===== src/rtl/router_dest_reader.sv =====
// rtl/router_dest_reader.sv - destination-side packet reader for one router output port
//
// Drains one packet per visit (header, len payload bytes, parity) from the router
// port FIFO, checks the header address and the parity, streams the payload to a
// local sink and reports per-packet status with a one-cycle pkt_done pulse.
//
// Ports:
//   clock, resetn            clock, synchronous active-low reset
//   valid_out                router port FIFO not empty
//   data_out[7:0]            router port FIFO data, valid the cycle after a read
//   sink_ready               local sink can take a byte this cycle
//   read_enb                 read strobe to the router port FIFO
//   byte_out[7:0], byte_vld  payload byte stream to the sink
//   busy                     packet in progress
//   pkt_done                 end-of-packet pulse (also for aborted packets)
//   pkt_len[5:0]             header length of the last packet
//   par_err, addr_err, timeout_err   packet status, valid with pkt_done
module router_dest_reader #(
  parameter logic [1:0] PORT_ID     = 2'b00,
  parameter int         WAIT_CYCLES = 4,
  parameter int         TIMEOUT     = 32
) (
  input  logic       clock,
  input  logic       resetn,
  input  logic       valid_out,
  input  logic [7:0] data_out,
  input  logic       sink_ready,
  output logic       read_enb,
  output logic [7:0] byte_out,
  output logic       byte_vld,
  output logic       busy,
  output logic       pkt_done,
  output logic [5:0] pkt_len,
  output logic       par_err,
  output logic       addr_err,
  output logic       timeout_err
);

  // The first read must land inside the router's 30-cycle soft-reset window.
  if (WAIT_CYCLES < 0 || WAIT_CYCLES > 28 || TIMEOUT < 1) begin : g_bad_cfg
    $error("router_dest_reader: WAIT_CYCLES must be 0..28 and TIMEOUT at least 1");
  end

  localparam int            TW        = (TIMEOUT > 2) ? $clog2(TIMEOUT) : 1;
  localparam logic [TW-1:0] TO_LAST   = TW'(TIMEOUT - 1);
  localparam logic [4:0]    WAIT_LOAD = (WAIT_CYCLES > 0) ? 5'(WAIT_CYCLES - 1) : 5'd0;

  typedef enum logic [2:0] {
    S_IDLE,
    S_WAIT,
    S_HDR_RD,
    S_HDR_CAP,
    S_PAY,
    S_DONE
  } state_t;

  state_t        r_state;
  state_t        w_next;

  logic [4:0]    r_wait;
  logic [TW-1:0] r_to_cnt;
  logic [6:0]    r_issue;     // reads still to issue (payload + parity)
  logic [6:0]    r_recv;      // bytes still to receive (payload + parity)
  logic          r_inflight;  // a PAY read was accepted last cycle, data_out holds its byte
  logic [7:0]    r_acc;
  logic [5:0]    r_len;
  logic [7:0]    r_byte_out;
  logic          r_byte_vld;
  logic          r_par_err;
  logic          r_addr_err;
  logic          r_to_err;

  logic          w_rd_hdr;
  logic          w_rd_pay;
  logic          w_owed;
  logic          w_to_hit;
  logic          w_last_byte;

  assign w_rd_hdr    = (r_state == S_HDR_RD) && valid_out && sink_ready;
  // Reads stop once len+1 have been issued: the next packet may already sit in the FIFO.
  assign w_rd_pay    = (r_state == S_PAY) && valid_out && sink_ready && (r_issue != 7'd0);
  assign w_owed      = (r_state == S_HDR_RD) || ((r_state == S_PAY) && (r_issue != 7'd0));
  // Only an empty FIFO counts towards the timeout; sink stalls never do.
  assign w_to_hit    = w_owed && !valid_out && (r_to_cnt == TO_LAST);
  assign w_last_byte = (r_state == S_PAY) && r_inflight && (r_recv == 7'd1);

  // State register
  always_ff @(posedge clock) begin
    if (!resetn) begin
      r_state <= S_IDLE;
    end else begin
      r_state <= w_next;
    end
  end

  // Next-state logic
  always_comb begin
    w_next = r_state;
    case (r_state)
      S_IDLE: begin
        if (valid_out) begin
          w_next = (WAIT_CYCLES == 0) ? S_HDR_RD : S_WAIT;
        end
      end
      S_WAIT: begin
        if (!valid_out) begin
          w_next = S_IDLE;
        end else if (r_wait == 5'd0) begin
          w_next = S_HDR_RD;
        end
      end
      S_HDR_RD: begin
        if (w_to_hit) begin
          w_next = S_DONE;
        end else if (w_rd_hdr) begin
          w_next = S_HDR_CAP;
        end
      end
      S_HDR_CAP: w_next = S_PAY;
      S_PAY: begin
        if (w_last_byte || w_to_hit) begin
          w_next = S_DONE;
        end
      end
      S_DONE:  w_next = S_IDLE;
      default: w_next = S_IDLE;
    endcase
  end

  // Output logic
  always_comb begin
    read_enb = w_rd_hdr || w_rd_pay;
    busy     = (r_state != S_IDLE);
    pkt_done = (r_state == S_DONE);
  end

  // Datapath: counters, header/parity capture, payload stream, status
  always_ff @(posedge clock) begin
    if (!resetn) begin
      r_wait     <= '0;
      r_to_cnt   <= '0;
      r_issue    <= '0;
      r_recv     <= '0;
      r_inflight <= 1'b0;
      r_acc      <= '0;
      r_len      <= '0;
      r_byte_out <= '0;
      r_byte_vld <= 1'b0;
      r_par_err  <= 1'b0;
      r_addr_err <= 1'b0;
      r_to_err   <= 1'b0;
    end else begin
      r_byte_vld <= 1'b0;
      r_inflight <= w_rd_pay;

      if (w_rd_hdr || w_rd_pay || w_to_hit || !w_owed) begin
        r_to_cnt <= '0;
      end else if (!valid_out) begin
        r_to_cnt <= r_to_cnt + TW'(1);
      end

      case (r_state)
        S_IDLE: begin
          if (valid_out) begin
            r_wait     <= WAIT_LOAD;
            r_par_err  <= 1'b0;
            r_addr_err <= 1'b0;
            r_to_err   <= 1'b0;
          end
        end
        S_WAIT: begin
          if (r_wait != 5'd0) begin
            r_wait <= r_wait - 5'd1;
          end
        end
        S_HDR_CAP: begin
          r_len      <= data_out[7:2];
          r_addr_err <= (data_out[1:0] != PORT_ID);
          r_acc      <= data_out;
          r_issue    <= {1'b0, data_out[7:2]} + 7'd1;
          r_recv     <= {1'b0, data_out[7:2]} + 7'd1;
        end
        S_PAY: begin
          if (w_rd_pay) begin
            r_issue <= r_issue - 7'd1;
          end
          if (r_inflight) begin
            r_recv <= r_recv - 7'd1;
            if (r_recv > 7'd1) begin
              r_byte_out <= data_out;
              r_byte_vld <= 1'b1;
              r_acc      <= r_acc ^ data_out;
            end else begin
              r_par_err <= (data_out != r_acc);
            end
          end
        end
        default: ;
      endcase

      if (w_to_hit) begin
        r_to_err <= 1'b1;
      end
    end
  end

  assign byte_out    = r_byte_out;
  assign byte_vld    = r_byte_vld;
  assign pkt_len     = r_len;
  assign par_err     = r_par_err;
  assign addr_err    = r_addr_err;
  assign timeout_err = r_to_err;

endmodule


===== config.mk =====
export PLATFORM = sky130hd
export DESIGN_NAME = router_dest_reader
export DESIGN_NICKNAME = d
export VERILOG_FILES = /design/src/rtl/router_dest_reader.sv
export SDC_FILE = /design/constraint.sdc
export NUM_CORES = 1
export LEC_CHECK = 0
export CORE_ASPECT_RATIO = 0.8
export CORE_MARGIN = 2
export CORE_UTILIZATION = 45
export DETAILED_ROUTE_END_ITERATION = 8
export PLACE_DENSITY = 0.69
export RECOVER_POWER = 50
export SYNTH_ARGS = -nofsm -noshare
export SYNTH_HDL_FRONTEND = slang
export SYNTH_SLANG_ARGS = --single-unit

===== constraint.sdc =====
create_clock -name clock -period 1.9 [get_ports clock]
set_input_delay 0.285 -clock clock [delete_from_list [all_inputs] [get_ports clock]]
set_output_delay 0.285 -clock clock [all_outputs]
set_load 0.02 [all_outputs]

[Word level (Yosys, flattened, before mapping)]
Cells that the tools add are included.
Storage, ports and cells
  logic and storage cells: 103
  input bits: 12
  output and inout bits: 21
  register bits after elaboration: 54
Cells by class
  $lt $le $gt $ge: 1
  bitwise gates (word level): 2
  eq/ne operators: 17
  reduce and logical (&&, ||, !) cells: 40
  add/sub/neg operators: 5
  multiplexer cells: 25
Operators with widths (count)
  $pmux W7 S2: 2
  $mux W3: 6
  $mux W8: 2
  $pmux W8 S2: 1
  $pmux W3 S5: 1
  $mux W7: 2
  $reduce_bool A2 Y1: 7
  $sub A7 B1 Y7 const B: 2
  $reduce_and A3 Y1: 4
  $logic_and A1 B1 Y1: 10
  $mux W5: 2
  $ne A2 B2 Y1 const B: 5
  $pmux W5 S2: 1
  $ne A8 B8 Y1: 1
  $reduce_and A2 Y1: 4
  $reduce_and A4 Y1: 2
  $xor A8 B8 Y8: 1
  $add A6 B1 Y7 const B: 1
  $eq A7 B1 Y1 const B: 1
  $gt A7 B1 Y1 const B: 1
  $reduce_bool A7 Y1: 1
  $eq A3 B2 Y1 const B: 2
  $eq A3 B3 Y1 const B: 2
  $mux W1: 6
  other kinds (15): 23

[Logic depth before layout (Yosys ltp)]
Gate-level depths: netlist of run 1.
  depth in word-level cells: 8
  mapped depth: 8

[Least setup slack after synthesis of run 1]
Ideal clock, no wire load.
  kind: register to register
  start: reg r_recv[2]
  end: reg r_acc[2]
  setup slack: 0.121 ns
  cell stages (with the launch flop): 7
  library setup time: 0.133 ns
  arrival: 1.647 ns
  cells stage by stage: dfxtp_1 -> or4_4 -> o311ai_2 -> buf_4 -> nand2_1 -> nand3b_1 -> a31oi_1
On the way
  longest elaborated chain between the ends: 3
RTL lines
  start: declaration: line 63  | logic [6:0] r_recv;
  start signal: assignment: line 181  | r_recv <= {1'b0, data_out[7:2]} + 7'd1;
  start signal: assignment: line 188  | r_recv <= r_recv - 7'd1;
  $gt A7 B1 Y1: line 189  | if (r_recv > 7'd1) begin
  $ne A2 B1 Y1 (no line)
  $reduce_and A3 Y1 (no line)
  end signal: assignment: line 179  | r_acc <= data_out;
  end signal: assignment: line 192  | r_acc <= r_acc ^ data_out;
  end: declaration: line 65  | logic [7:0] r_acc;
Every way passes these cells.
A chain may end at the register's enable or synchronous reset.

[Worst setup path after layout of run 1]
  start: reg r_issue[0]
  end: out read_enb
On the way
  longest elaborated chain between the ends: 3
RTL lines
  start: declaration: line 62  | logic [6:0] r_issue;
  start signal: assignment: line 180  | r_issue <= {1'b0, data_out[7:2]} + 7'd1;
  start signal: assignment: line 185  | r_issue <= r_issue - 7'd1;
  $reduce_bool A7 Y1: line 81  | assign w_rd_pay = (r_state == S_PAY) && valid_out && sink_ready && (r_issue != 7'd0);
  $logic_and A1 B1 Y1: line 81
  $logic_or A1 B1 Y1: line 132  | read_enb = w_rd_hdr || w_rd_pay;
  end: declaration: line 28  | output logic read_enb,
Every way passes these cells.

==> results of run 1 <==
## power groups by stage
stage / Sequential (mW) / Clock (mW) / Combinational, mW
CTS: 1.20 / 0.706 / 0.370
floorplan: 1.22 / 0 / 0.231
detailed placement: 1.22 / 0 / 0.369
global route: 1.20 / 0.745 / 0.420
global placement: 1.22 / 0 / 0.365
finish: 1.20 / 0.692 / 0.381
## critical path, delay by kind of cell, from the launching register on
| family | cells | cell delay (ns) |
|---|---|---|
| DFF | 1 | 0.34 |
| AOI/OAI and AO/OA | 2 | 0.42 |
| and+or+nand+nor | 1 | 0.07 |
| adders and majority gates | 1 | 0.16 |
| buffers and inverters | 2 | 0.28 |
## cell families after synthesis
logic type,count (synthesis),share of synthesized area
DFF,54,0.377
muxes,11,0.0384
AOI/OAI and AO/OA,87,0.176
and+or+nand+nor,148,0.269
adders and majority gates,8,0.0350
xor gates and xnor gates,18,0.0550
buffers and inverters,35,0.0494
## cells in the final DEF, fill, tap and decap left out, types with 3 or more instances in the layout
cell type | Yosys | routed
nand4_1 | 3 | 3
nor2_1 | 38 | 38
inv_1 | 9 | 8
xor2_1 | 16 | 16
nor3b_1 | 4 | 4
nand2_1 | 34 | 34
or3b_2 | 3 | 3
nand3_1 | 12 | 12
mux2i_1 | 11 | 11
nand2b_1 | 6 | 4
a31oi_1 | 11 | 11
dfxtp_1 | 54 | 52
and3_1 | 3 | 3
ha_1 | 8 | 7
or3b_1 | 3 | 3
clkdlybuf4s50_1 | 0 | 29
nor3_1 | 14 | 13
o21ai_1 | 5 | 4
a21oi_1 | 34 | 34
nor2b_1 | 4 | 3
buf_4 | 2 | 41
nand3b_1 | 6 | 6
nor4_1 | 4 | 4
clkbuf_8 | 0 | 6
o21ai_0 | 23 | 23
## final cells by class
class / count / area share
timing repair buffer: 74 / 0.175
clock inverter: 1 / 0.00237
inverter: 10 / 0.0102
sequential: 54 / 0.294
clock buffer: 7 / 0.0234
multi-input combinational: 272 / 0.467
tap: 81 / 0.0275
## synthesized netlist by cell type (2+ instances only)
| cell type | count |
|---|---|
| nor4_1 | 4 |
| mux2i_1 | 11 |
| nand4_1 | 3 |
| dfxtp_1 | 54 |
| buf_4 | 2 |
| or3b_2 | 3 |
| buf_2 | 2 |
| o21ai_0 | 23 |
| o21ai_1 | 5 |
| nor2b_1 | 4 |
| a21oi_1 | 34 |
| inv_1 | 9 |
| nand2b_1 | 6 |
| o22ai_1 | 2 |
| nor3_1 | 14 |
| a31oi_1 | 11 |
| nand3b_1 | 6 |
| nor3b_1 | 4 |
| nand3_1 | 12 |
| xor2_1 | 16 |
| or3b_1 | 3 |
| and2_1 | 3 |
| ha_1 | 8 |
| nand2_1 | 34 |
| and3_1 | 3 |
| nor2_1 | 38 |
| o21a_1 | 2 |
| xnor2_1 | 2 |
| or3_1 | 2 |
| clkbuf_1 | 20 |
## per-stage QoR
step                      cell area, um2  TNS, ns  total power, mW
final                               3690        0             2.27
after floorplan                     2860        0             1.45
after global placement              3510   -0.456             1.58
after detailed placement            3510   -0.739             1.59
after CTS                           3620   -0.104             2.27
after global routing                3690  -0.0431             2.37
## metal layers
metal	part of all wire	wire length, um	track usage
met3	0.044	321	0.0386
met4	0.012	91	0.0768
met5	0	0	0
met1	0.51	3720	0.309
met2	0.44	3220	0.329
## timing repair
item / 4_1_cts / 5_1_grt
gates cloned: 0 / 0
hold buffers: 0 / 0
pin swaps: 0 / 7
setup endpoints to repair: 4 / 14
gates resized for setup: 6 / 18
## worst paths after layout
kind	start	endpoint	slack (ns)	cells past startpoint
worst max-delay path	r_issue[0]$_SDFFE_PN0P_	read_enb	0.04	6
worst min-delay path	pkt_len[4]$_SDFFE_PN0P_	pkt_len[4]$_SDFFE_PN0P_	0.46	2
worst max register to register	r_recv[3]$_SDFFE_PN0P_	r_acc[7]$_SDFFE_PN0P_	0.08	6
worst min register to register	pkt_len[4]$_SDFFE_PN0P_	pkt_len[4]$_SDFFE_PN0P_	0.46	2
## state kept, by name (all words and copies together), names as in the netlist
name,count
pkt_len,6
r_to_cnt,5
r_issue,7
r_inflight,1
r_state,3
r_acc,8
r_wait,5
par_err,1
timeout_err,1
byte_vld,1
byte_out,8
r_recv,7
addr_err,1
==> flow_metrics.tcl, run 1 <==
set metrics [dict create \
    maxCapViolations 0 \
    grt_pass1_vias 2540 \
    p_switching_uw 627 \
    cp-end-kind "output port" \
    yosys_warnings 0 \
    fin_ws_ns 0.0363 \
    final_util 0.611 \
    clk_pin_slew_ns 0.10 \
    io_buffers 32 \
    finalHoldViolations 0 \
    period_needed_ns 1.86 \
    comb_power_share 0.168 \
    wl_um 7350 \
    cpMaxStageDelayCell "dfxtp_2" \
    syn_to_final_growth_pct 28.8 \
    syn_avg_cell_area_um2 7.93 \
    initial_core_util 0.474 \
    dp_cells 491 \
    slew_headroom 0.650 \
    rsz0062_at_grt "true" \
    place_ws_ns -0.124 \
    finalSetupViolCount 0 \
    clk_latency_ns 0.31 \
    worstPathRequired_ns 1.62 \
    holdWs_ns 0.465 \
    drv_slew 0 \
    grt_max_degree 43 \
    peakVddDrop_v 0.000356 \
    worstPathCellList "inv_1 > ha_4 > nand2b_4 > o41ai_4 > a21oi_1 > buf_4" \
    grtUsageTotal 0.215 \
    status "finished, final reports clean" \
    die-area_um2 7020 \
    wl_per_cell_um 14.7 \
    drc 0 \
    clock_power_share 0.305 \
    power_density_nw_per_um2 615 \
    die_y_um 75.4 \
    synthArstFlopShare 0 \
    cts_sinks 54 \
    nets 437 \
    tritoncts "done" \
    drt-initial-drc-count 161 \
    grt_overflow_total 0 \
    multi_input_area_um2 1720 \
    die_w_um 93.2 \
    cts_made_buffers 5 \
    seqPwrFrac 0.527 \
    synth_top_area_cell "dfxtp_1" \
    placementRows 25 \
    final.setup_skew_ns 0.00785 \
    tightest_slew_ns 0.525 \
    post-dp-hpwl_um 5280 \
    critPathMaxStageDelay_ns 0.34 \
    vias 2724 \
    fmax_mhz 537 \
    critPathMaxFanout 2 \
    cts_root_buf "clkbuf_8" \
    dr.pass1.iters 5 \
    cts_setup_buffers 0 \
    arrival_ns 1.58 \
    synth.cell_area_um2 2860 \
    io_pins 33 \
    ys_seq_elements 54 \
    antenna_cells 0 \
    drive_gt1_frac 0.170 \
    n_fill_cell 515 \
    synth_top_area_share 0.377 \
    fin_crit_sh 0.981 \
    synth_area_leaders "dfxtp_1 38%, a21oi_1 5.9%, nor2_1 5.0%, xor2_1 4.9%, nand2_1 4.5%" \
    crit_type "reg -> out" \
    p_int_mw 1.64 \
    yosysSeqAreaShare 0.377 \
    gp_congestion 0.896 \
    yosys_most_used_dff "dfxtp_1" \
    fp.coreArea_um2 6040 \
    cp-start-kind "register" \
    antenna_found_initial 0 \
    register_area_um2 1080 \
    synth_nets 381 \
    syn_inst 361 \
    viasPerCell 5.46 \
    grt_pass1_wl_um 11900 \
    synth_edf_count 0 \
    yosysUniqueCellTypes 51 \
    p_leak_nw 1.47 \
    htree_levels 2 \
    switching_share 0.276 \
    worstHoldPathType "reg -> reg" \
    stdcell_count 499 \
    final_antenna_net_count 0 \
    clockBufferDepth 2 \
]
Note: power is estimated with default switching activity, not from simulation.
==> run 2, diff against run 1 <==
--- a/config.mk
+++ b/config.mk
@@ -14,3 +14,4 @@
 export SYNTH_ARGS = -nofsm -noshare
 export SYNTH_HDL_FRONTEND = slang
 export SYNTH_SLANG_ARGS = --single-unit
+export TNS_END_PERCENT = 100
==> results of run 2 <==
No change in the layout: final DEF, timing and power equal those of run 1.
==> run 3, diff against run 2 <==
--- a/config.mk
+++ b/config.mk
@@ -5,9 +5,8 @@
 export SDC_FILE = /design/constraint.sdc
 export NUM_CORES = 1
 export LEC_CHECK = 0
-export CORE_ASPECT_RATIO = 0.8
-export CORE_MARGIN = 2
 export CORE_UTILIZATION = 45
+export CTS_BUF_LIST = sky130_fd_sc_hd__clkbuf_4
 export DETAILED_ROUTE_END_ITERATION = 8
 export PLACE_DENSITY = 0.69
 export RECOVER_POWER = 50
==> run 3 against run 2 <==
The run now ends with negative setup slack left; sequential share of layout area up 0.63 points; global-route usage increased by 0.90 points; sequential power barely moved; flip-flop and latch count did not move; fmax fell by 2.7%; critical path depth grew 1; register-to-register slack got worse by 0.095 ns; setup slack worse by 0.051 ns; clock-buffer cell count fell by 2; core utilization down 1.2 points; design area down 2.1%; clock power decreased by 10%.
==> flow_metrics.tcl, run 3 (same netlist as run 1, synthesis figures left out) <==
set metrics [dict create \
    status "complete, but fails checks" \
    violations "negative setup slack" \
    cp-end-kind "output port" \
    cts_root_buf "clkbuf_4" \
    final_antenna_net_count 0 \
    min-delay-start "pkt_len[3]$_SDFFE_PN0P_" \
    gp_congestion 0.828 \
    hold_depth 2 \
    drt-initial-drc-count 185 \
    holdBufCountCts 0 \
    min_to "pkt_len[3]$_SDFFE_PN0P_" \
    antenna_found_initial 0 \
    drv_slew 0 \
    wl_per_cell_um 14.3 \
    dr.pass1.iters 4 \
    arrival_ns 1.63 \
    holdWs_ns 0.464 \
    post-dp-hpwl_um 5080 \
    cpMostUsedCell "buf_4" \
    worst-path-stages 7 \
    cp-start-kind "register" \
    die_y_um 81.8 \
    rrSetupSlack_ns -0.02 \
    worstHoldPathType "reg -> reg" \
    tritoncts "done" \
    fmax_mhz 522 \
    htree_levels 2 \
    critPathBufInv 3 \
    initial_core_util 0.475 \
    clockBufferDepth 2 \
    peakVddDrop_v 0.000435 \
    die-area_um2 6690 \
    grt_overflow_total 0 \
    io_pins 33 \
    finalSetupViolCount 2 \
    power_density_nw_per_um2 607 \
    crit_family "buffers and inverters" \
    nets 439 \
    grt_max_degree 43 \
    die_w_um 81.8 \
    regToRegEndpoint "r_acc[1]$_SDFFE_PN0P_" \
    rr_worst_depth 6 \
    clk_latency_ns 0.37 \
    layout_commonest_cell "dfxtp_1" \
    drc 0 \
    io_buffers 32 \
    fin_ws_ns -0.0151 \
    grt_pass1_vias 2451 \
    syn_to_final_growth_pct 26.1 \
    worstPathCellList "inv_2 > ha_4 > nand2b_4 > o41ai_2 > buf_4 > a21oi_2 > buf_4" \
    clk_pin_slew_ns 0.15 \
    tightest_slew_ns 0.489 \
    total_power_mw 2.19 \
    fin_crit_sh 1.01 \
    p_leak_nw 1.44 \
    critPathMaxStageDelay_ns 0.35 \
    maxCapViolations 0 \
    fp.coreArea_um2 6030 \
    cpMaxStageDelayCell "dfxtp_2" \
    slew_headroom 0.671 \
    placed_cell_area_um2 3470 \
    worstPathRequired_ns 1.62 \
    setup-tns-final_ns -0.0202 \
    stdcell_area_um2 3610 \
    antenna_cells 0 \
    rsz0062_at_grt "true" \
    final.setup_skew_ns 0.0111 \
    drive_gt1_frac 0.165 \
    crit_type "reg -> out" \
    critPathMaxFanout 3 \
    placementRows 28 \
    mostFrequentLayoutCells "52 x dfxtp_1, 42 x buf_4, 38 x nor2_1" \
    cts_sinks 54 \
    grtUsageTotal 0.224 \
    grt_pass1_wl_um 11500 \
    period_needed_ns 1.92 \
    viasPerCell 5.53 \
    finalHoldViolations 0 \
    wl_um 7090 \
    regToRegStartpoint "r_recv[2]$_SDFFE_PN0P_" \
    vias 2731 \
    cts_made_buffers 5 \
]
-- run 3: area by class of cell --
class / instances / area, um2
sequential: 54 / 1080
multi-input combinational: 272 / 1680
inverter: 10 / 37.5
timing repair buffer: 76 / 643
clock buffer: 5 / 37.5
clock inverter: 2 / 33.8
fill: 572 / 2410
tap: 75 / 93.8
-- run 3: metal layers --
layer / GRT usage / vias to the layer above / wire, um
li1: - / 1374 / -
met1: 0.314 / 1284 / 3360
met2: 0.355 / 63 / 3340
met3: 0.0367 / 10 / 283
met4: 0.0579 / 0 / 93
met5: 0 / - / 0
-- run 3: repair_timing --
action                     in CTS  in global routing
gates cloned                    0                  0
setup endpoints to repair       7                 17
gates resized for setup        10                 11
pin swaps                       0                  3
setup buffers                   0                  5
-- run 3: power breakdown --
part           total [mW]  switching [mW]  internal [mW]
Combinational       0.373           0.204          0.169
Clock               0.623           0.356          0.267
Sequential           1.20          0.0305           1.17
-- run 3: worst max path at each step --
stage | slack (ns) | from | to
after CTS | -0.06 | r_issue[0]$_SDFFE_PN0P_ | read_enb
after detailed placement | -0.14 | valid_out | r_issue[5]$_SDFFE_PN0P_
final | -0.02 | r_issue[1]$_SDFFE_PN0P_ | read_enb
after floorplan | 0.12 | r_recv[2]$_SDFFE_PN0P_ | r_acc[2]$_SDFFE_PN0P_
after global routing | -0.13 | r_issue[1]$_SDFFE_PN0P_ | read_enb
after global placement | -0.08 | valid_out | r_issue[3]$_SDFFE_PN0P_
-- run 3: tightest hold or removal path, cell delays in order, from the launching register on --
cell     delay, ns
dfxtp_1       0.34
nand2_1       0.05
a21oi_1       0.05
-- run 3: metrics by stage --
stage          std cells  setup WS (ns)  utilization
2_1_floorplan        361          0.121            -
6_report             494        -0.0151        0.599
4_1_cts              489        -0.0643        0.589
3_5_place_dp         482         -0.139        0.575
5_1_grt              494         -0.134        0.599
3_3_place_gp         482        -0.0805        0.575
